File: src/rtl/serial_adder.sv
// Bit-serial adder: adds two WIDTH-bit operands LSB-first, one bit per clock.
// Optional macro SERIAL_ADDER_SUB_EN adds a `sub` input for two's-complement subtraction.
module serial_adder #(
    parameter int unsigned WIDTH = 8
) (
    input  logic             clk,
    input  logic             rst,
    input  logic             start,
    input  logic [WIDTH-1:0] a,
    input  logic [WIDTH-1:0] b,
`ifdef SERIAL_ADDER_SUB_EN
    input  logic             sub,
`endif
    output logic             busy,
    output logic             done,
    output logic [WIDTH-1:0] sum,
    output logic             cout
);

    localparam int unsigned CW = (WIDTH > 1) ? $clog2(WIDTH) : 1;

    localparam logic [0:0] ST_IDLE = 1'b0;
    localparam logic [0:0] ST_RUN  = 1'b1;

    logic [0:0]       state_q, state_d;
    logic [WIDTH-1:0] a_sh_q, a_sh_d;
    logic [WIDTH-1:0] b_sh_q, b_sh_d;
    logic [WIDTH-1:0] res_q, res_d;
    logic [WIDTH-1:0] sum_q, sum_d;
    logic [CW-1:0]    cnt_q, cnt_d;
    logic             carry_q, carry_d;
    logic             cout_q, cout_d;
    logic             done_q, done_d;

    logic             bit_w;
    logic             maj_w;
    logic [WIDTH-1:0] res_next_w;
    logic [WIDTH-1:0] b_load_w;
    logic             carry_load_w;

    // Single full-adder cell; the new bit enters the result register at the MSB.
    assign bit_w      = a_sh_q[0] ^ b_sh_q[0] ^ carry_q;
    assign maj_w      = (a_sh_q[0] & b_sh_q[0]) | (a_sh_q[0] & carry_q) | (b_sh_q[0] & carry_q);
    assign res_next_w = (res_q >> 1) | (WIDTH'(bit_w) << (WIDTH - 1));

`ifdef SERIAL_ADDER_SUB_EN
    // Subtraction as a + ~b + 1; the +1 rides in on the initial carry.
    assign b_load_w     = sub ? ~b : b;
    assign carry_load_w = sub;
`else
    assign b_load_w     = b;
    assign carry_load_w = 1'b0;
`endif

    always_comb begin
        state_d = state_q;
        a_sh_d  = a_sh_q;
        b_sh_d  = b_sh_q;
        res_d   = res_q;
        sum_d   = sum_q;
        cnt_d   = cnt_q;
        carry_d = carry_q;
        cout_d  = cout_q;
        done_d  = 1'b0;

        case (state_q)
            ST_IDLE: begin
                if (start) begin
                    a_sh_d  = a;
                    b_sh_d  = b_load_w;
                    res_d   = '0;
                    carry_d = carry_load_w;
                    cnt_d   = '0;
                    state_d = ST_RUN;
                end
            end
            ST_RUN: begin
                res_d   = res_next_w;
                carry_d = maj_w;
                a_sh_d  = a_sh_q >> 1;
                b_sh_d  = b_sh_q >> 1;
                cnt_d   = cnt_q + 1'b1;
                if (cnt_q == CW'(WIDTH - 1)) begin
                    sum_d   = res_next_w;
                    cout_d  = maj_w;
                    done_d  = 1'b1;
                    state_d = ST_IDLE;
                end
            end
            default: state_d = ST_IDLE;
        endcase
    end

    always_ff @(posedge clk) begin
        if (rst) begin
            state_q <= ST_IDLE;
            a_sh_q  <= '0;
            b_sh_q  <= '0;
            res_q   <= '0;
            sum_q   <= '0;
            cnt_q   <= '0;
            carry_q <= 1'b0;
            cout_q  <= 1'b0;
            done_q  <= 1'b0;
        end else begin
            state_q <= state_d;
            a_sh_q  <= a_sh_d;
            b_sh_q  <= b_sh_d;
            res_q   <= res_d;
            sum_q   <= sum_d;
            cnt_q   <= cnt_d;
            carry_q <= carry_d;
            cout_q  <= cout_d;
            done_q  <= done_d;
        end
    end

    assign busy = (state_q == ST_RUN);
    assign done = done_q;
    assign sum  = sum_q;
    assign cout = cout_q;

endmodule

File: config.mk
export PLATFORM = sky130hd
export DESIGN_NAME = serial_adder
export DESIGN_NICKNAME = d
export VERILOG_FILES = /design/src/rtl/serial_adder.sv
export SDC_FILE = /design/constraint.sdc
export NUM_CORES = 1
export LEC_CHECK = 0
export BUFFER_PORTS_ARGS = -buffer_cell sky130_fd_sc_hd__buf_2
export CAP_MARGIN = 20
export CORE_ASPECT_RATIO = 0.7
export CORE_UTILIZATION = 35
export DETAILED_ROUTE_END_ITERATION = 12
export SKIP_LAST_GASP = 1
export SLEW_MARGIN = 15
export SYNTH_ARGS = -nofsm -noshare
export SYNTH_HDL_FRONTEND = slang
export SYNTH_SLANG_ARGS = --single-unit
File: constraint.sdc
create_clock -name clk -period 1.62 [get_ports clk]
set_input_delay 0.081 -clock clk [delete_from_list [all_inputs] [get_ports clk]]
set_output_delay 0.081 -clock clk [all_outputs]
set_load 0.03 [all_outputs]
==> impl_metrics.xml <==
<?xml version="1.0" encoding="UTF-8"?>
<metrics>
  <group name="outcome">
    <metric name="outcome" unit="">finished with violations</metric>
    <metric name="violations_in_the_final_reports" unit="">design-rule violations</metric>
  </group>
  <group name="final_layout">
    <metric name="mostFrequentLayoutCell" unit="">sky130_fd_sc_hd__dfxtp_1</metric>
    <metric name="antennaDiodeCount" unit="">0</metric>
    <metric name="layout_common_cells" unit="">sky130_fd_sc_hd__dfxtp_1 (38), sky130_fd_sc_hd__buf_2 (29), sky130_fd_sc_hd__a21oi_1 (21)</metric>
    <metric name="syn2layout_area_growth" unit="%">14.8</metric>
    <metric name="layout.filler_cells" unit="">464</metric>
    <metric name="number_of_nets_in_the_layout" unit="">215</metric>
    <metric name="finish.instance_area" unit="um2">1910</metric>
    <metric name="layout.area.seq" unit="um2">761</metric>
    <metric name="layout-drive-gt1-share" unit="">0.263</metric>
    <metric name="multi_input_area" unit="um2">811</metric>
  </group>
  <group name="routing">
    <metric name="dr_total_vias" unit="">1218</metric>
    <metric name="drt_pre_antenna_iters" unit="">8</metric>
    <metric name="drc_errors" unit="">2</metric>
    <metric name="vias_per_cell" unit="">4.89</metric>
    <metric name="detail_route.wl_per_cell" unit="um">12.6</metric>
    <metric name="drt_antenna_net_count" unit="">0</metric>
    <metric name="drt_iter0_markers" unit="">84</metric>
    <metric name="wirelength_routed" unit="um">3130</metric>
  </group>
  <group name="timing">
    <metric name="rsz0062_at_grt" unit="">false</metric>
    <metric name="period_share" unit="">0.808</metric>
    <metric name="post-route-worst-setup-slack" unit="ns">0.311</metric>
    <metric name="achievable-frequency" unit="GHz">0.764</metric>
    <metric name="final-max-slew-violation-count" unit="">0</metric>
    <metric name="final_setup_fails" unit="">0</metric>
    <metric name="clock_skew" unit="ns">0.00395</metric>
    <metric name="timing.max_slew.rel_slack" unit="">0.561</metric>
    <metric name="hold_slack" unit="ns">0.0812</metric>
    <metric name="final.min_clock_period" unit="ns">1.31</metric>
    <metric name="setup_tns" unit="ns">0</metric>
    <metric name="final_hold_violation_count" unit="">0</metric>
    <metric name="max_slew.worst_pin.slew" unit="ns">0.659</metric>
  </group>
  <group name="pwr">
    <metric name="max-vdd-ir-drop" unit="mV">0.298</metric>
    <metric name="power.static_leakage" unit="nW">0.784</metric>
    <metric name="fin_total_pwr" unit="mW">1.86</metric>
    <metric name="power_density" unit="nW/um2">972</metric>
  </group>
  <group name="synth">
    <metric name="syn_avg_cell_area" unit="um2">9.85</metric>
    <metric name="syn-instance-count" unit="">169</metric>
    <metric name="synth.cell_area" unit="um2">1660</metric>
    <metric name="syn-num-nets" unit="">191</metric>
    <metric name="yosys_register_bits" unit="">38</metric>
    <metric name="synth_seq_area_share" unit="">0.457</metric>
    <metric name="count_of_different_cell_masters_after_synthesis" unit="">21</metric>
    <metric name="ys_warn_count" unit="">0</metric>
  </group>
  <group name="clock_network">
    <metric name="cts_resized" unit="">0</metric>
    <metric name="holdBufCountCts" unit="">0</metric>
    <metric name="cts.root.buffer_cell" unit="">sky130_fd_sc_hd__clkbuf_8</metric>
    <metric name="clock_pin_slew_reported_for_the_worst_setup_and_hold_paths_after_clock_tree_synthesis" unit="ns">0.07</metric>
    <metric name="insertion_delay" unit="ns">0.29</metric>
    <metric name="numClockSinks" unit="">38</metric>
    <metric name="tritoncts.num_buffers" unit="">5</metric>
    <metric name="tritoncts" unit="">built</metric>
    <metric name="cts.htree.levels" unit="">2</metric>
    <metric name="ctsLongestPathBuffers" unit="">2</metric>
    <metric name="post_cts_setup_repair_buffer_count" unit="">0</metric>
  </group>
  <group name="setup_path">
    <metric name="maximum_fanout_along_the_worst_path" unit="">20</metric>
    <metric name="r2r_slack" unit="ns">0.31</metric>
    <metric name="endpoint_kind" unit="">flip-flop</metric>
    <metric name="cp.required" unit="ns">1.78</metric>
    <metric name="critical_path_arrival" unit="ns">1.47</metric>
    <metric name="criticalPathCategory" unit="">reg2reg</metric>
    <metric name="critical_path.startpoint_type" unit="">flip-flop</metric>
  </group>
  <group name="die">
    <metric name="initial_utilization" unit="">0.374</metric>
    <metric name="rows" unit="">20</metric>
    <metric name="design.portCount" unit="">30</metric>
    <metric name="floorplan.core_area" unit="um2">4450</metric>
    <metric name="die_w" unit="um">84.4</metric>
    <metric name="die_height" unit="um">59.7</metric>
    <metric name="die-area" unit="um2">5040</metric>
  </group>
  <group name="placement">
    <metric name="detailedPlace.worstSlack" unit="ns">0.122</metric>
    <metric name="gp_routability_congestion" unit="">0.720</metric>
    <metric name="io_buffer_count" unit="">29</metric>
    <metric name="dpl.hpwl" unit="um">2010</metric>
    <metric name="placed_area" unit="um2">1820</metric>
  </group>
  <group name="global_route">
    <metric name="global_route_wire_length_before_repair" unit="um">5330</metric>
    <metric name="vias_in_the_first_global_route" unit="">1161</metric>
    <metric name="grtUsageTotal" unit="">0.139</metric>
    <metric name="grt_max_degree" unit="">39</metric>
    <metric name="grt_antenna_before_repair" unit="">0</metric>
    <metric name="grt_overflow_total" unit="">0</metric>
  </group>
  <group name="hold_path">
    <metric name="timing.hold.worst.class" unit="">in2reg</metric>
  </group>
  <group name="job">
    <metric name="max_cap_violations" unit="">0</metric>
  </group>
</metrics>
-- cells in the mapped netlist --
master	number	area share
sky130_fd_sc_hd__nor2b_1	14	0.053
sky130_fd_sc_hd__ha_1	2	0.015
sky130_fd_sc_hd__mux2i_1	16	0.096
sky130_fd_sc_hd__inv_1	1	0.0023
sky130_fd_sc_hd__dfxtp_1	38	0.46
sky130_fd_sc_hd__nand2b_1	3	0.011
sky130_fd_sc_hd__fa_1	1	0.012
sky130_fd_sc_hd__buf_6	2	0.014
sky130_fd_sc_hd__or3b_2	1	0.0053
sky130_fd_sc_hd__nand3_1	9	0.027
sky130_fd_sc_hd__or3b_1	10	0.053
sky130_fd_sc_hd__nor2_1	1	0.0023
sky130_fd_sc_hd__a21oi_1	21	0.063
sky130_fd_sc_hd__clkbuf_1	7	0.016
sky130_fd_sc_hd__a21bo_2	9	0.054
sky130_fd_sc_hd__buf_8	1	0.0090
sky130_fd_sc_hd__nor3_1	2	0.0060
sky130_fd_sc_hd__a211oi_1	14	0.063
sky130_fd_sc_hd__nand2_1	11	0.025
sky130_fd_sc_hd__buf_2	4	0.012
sky130_fd_sc_hd__buf_1	2	0.0045
-- report_power, final --
part	switching (mW)	internal, mW	total [mW]
registers	0.0231	0.978	1.00
logic	0.111	0.0874	0.199
clock network	0.315	0.343	0.658
total	0.449	1.41	1.86
-- routing by layer --
layer / wire length [um] / part of all wire / global-route usage / up-vias
li1: - / - / - / 643
met1: 1630 / 0.52 / 0.186 / 548
met2: 1310 / 0.42 / 0.205 / 20
met3: 125 / 0.040 / 0.0428 / 7
met4: 69 / 0.022 / 0.0726 / 0
met5: 0 / 0 / 0 / -
-- sequential cells by signal, indices dropped and copies added, names as in the netlist --
name / flops
carry_q: 1
a_sh_q: 8
busy: 1
cnt_q: 3
b_sh_q: 8
done: 1
cout: 1
sum: 8
res_q: 7
-- through the flow --
step / util / cells
after global routing: 0.429 / 249
after CTS: 0.428 / 249
after global placement: 0.408 / 241
final: 0.429 / 249
after detailed placement: 0.408 / 241
after floorplan: - / 169
-- worst max-delay path, stage by stage, from the launching register on --
cell and delay, ns:
sky130_fd_sc_hd__dfxtp_1 0.34, sky130_fd_sc_hd__ha_1 0.15, sky130_fd_sc_hd__ha_2 0.41, sky130_fd_sc_hd__a21bo_2 0.21, sky130_fd_sc_hd__a21oi_1 0.06
-- layout make-up --
class	count	share of cell area
well taps	55	0.0360
inverters	1	0.00196
clock inverters	1	0.00262
clock buffers	7	0.0452
flip-flops and latches	38	0.398
repair buffers	33	0.0917
multi-input cells	114	0.424
-- final timing paths --
check / depth (start not counted) / end / start
worst max register to register: 4 / sum[1]$_SDFFE_PP0P_ / cnt_q[0]$_SDFFE_PP0P_
worst min-delay path: 3 / b_sh_q[7]$_SDFFE_PP0P_ / b[7]
worst max-delay path: 4 / sum[1]$_SDFFE_PP0P_ / cnt_q[0]$_SDFFE_PP0P_
worst min register to register: 2 / res_q[4]$_SDFFE_PP0P_ / res_q[5]$_SDFFE_PP0P_
-- cell families (layout without fill, tap and decap cells) --
group                      Yosys count  count (layout)  share of synthesized area
AOI/OAI and AO/OA                   44              44                      0.180
adders and majority gates            3               3                     0.0271
buffers and inverters               17              42                     0.0571
DFF                                 38              38                      0.457
muxes                               16              16                     0.0962
and+or+nand+nor                     51              51                      0.182
(Power assumes the default switching activity.)
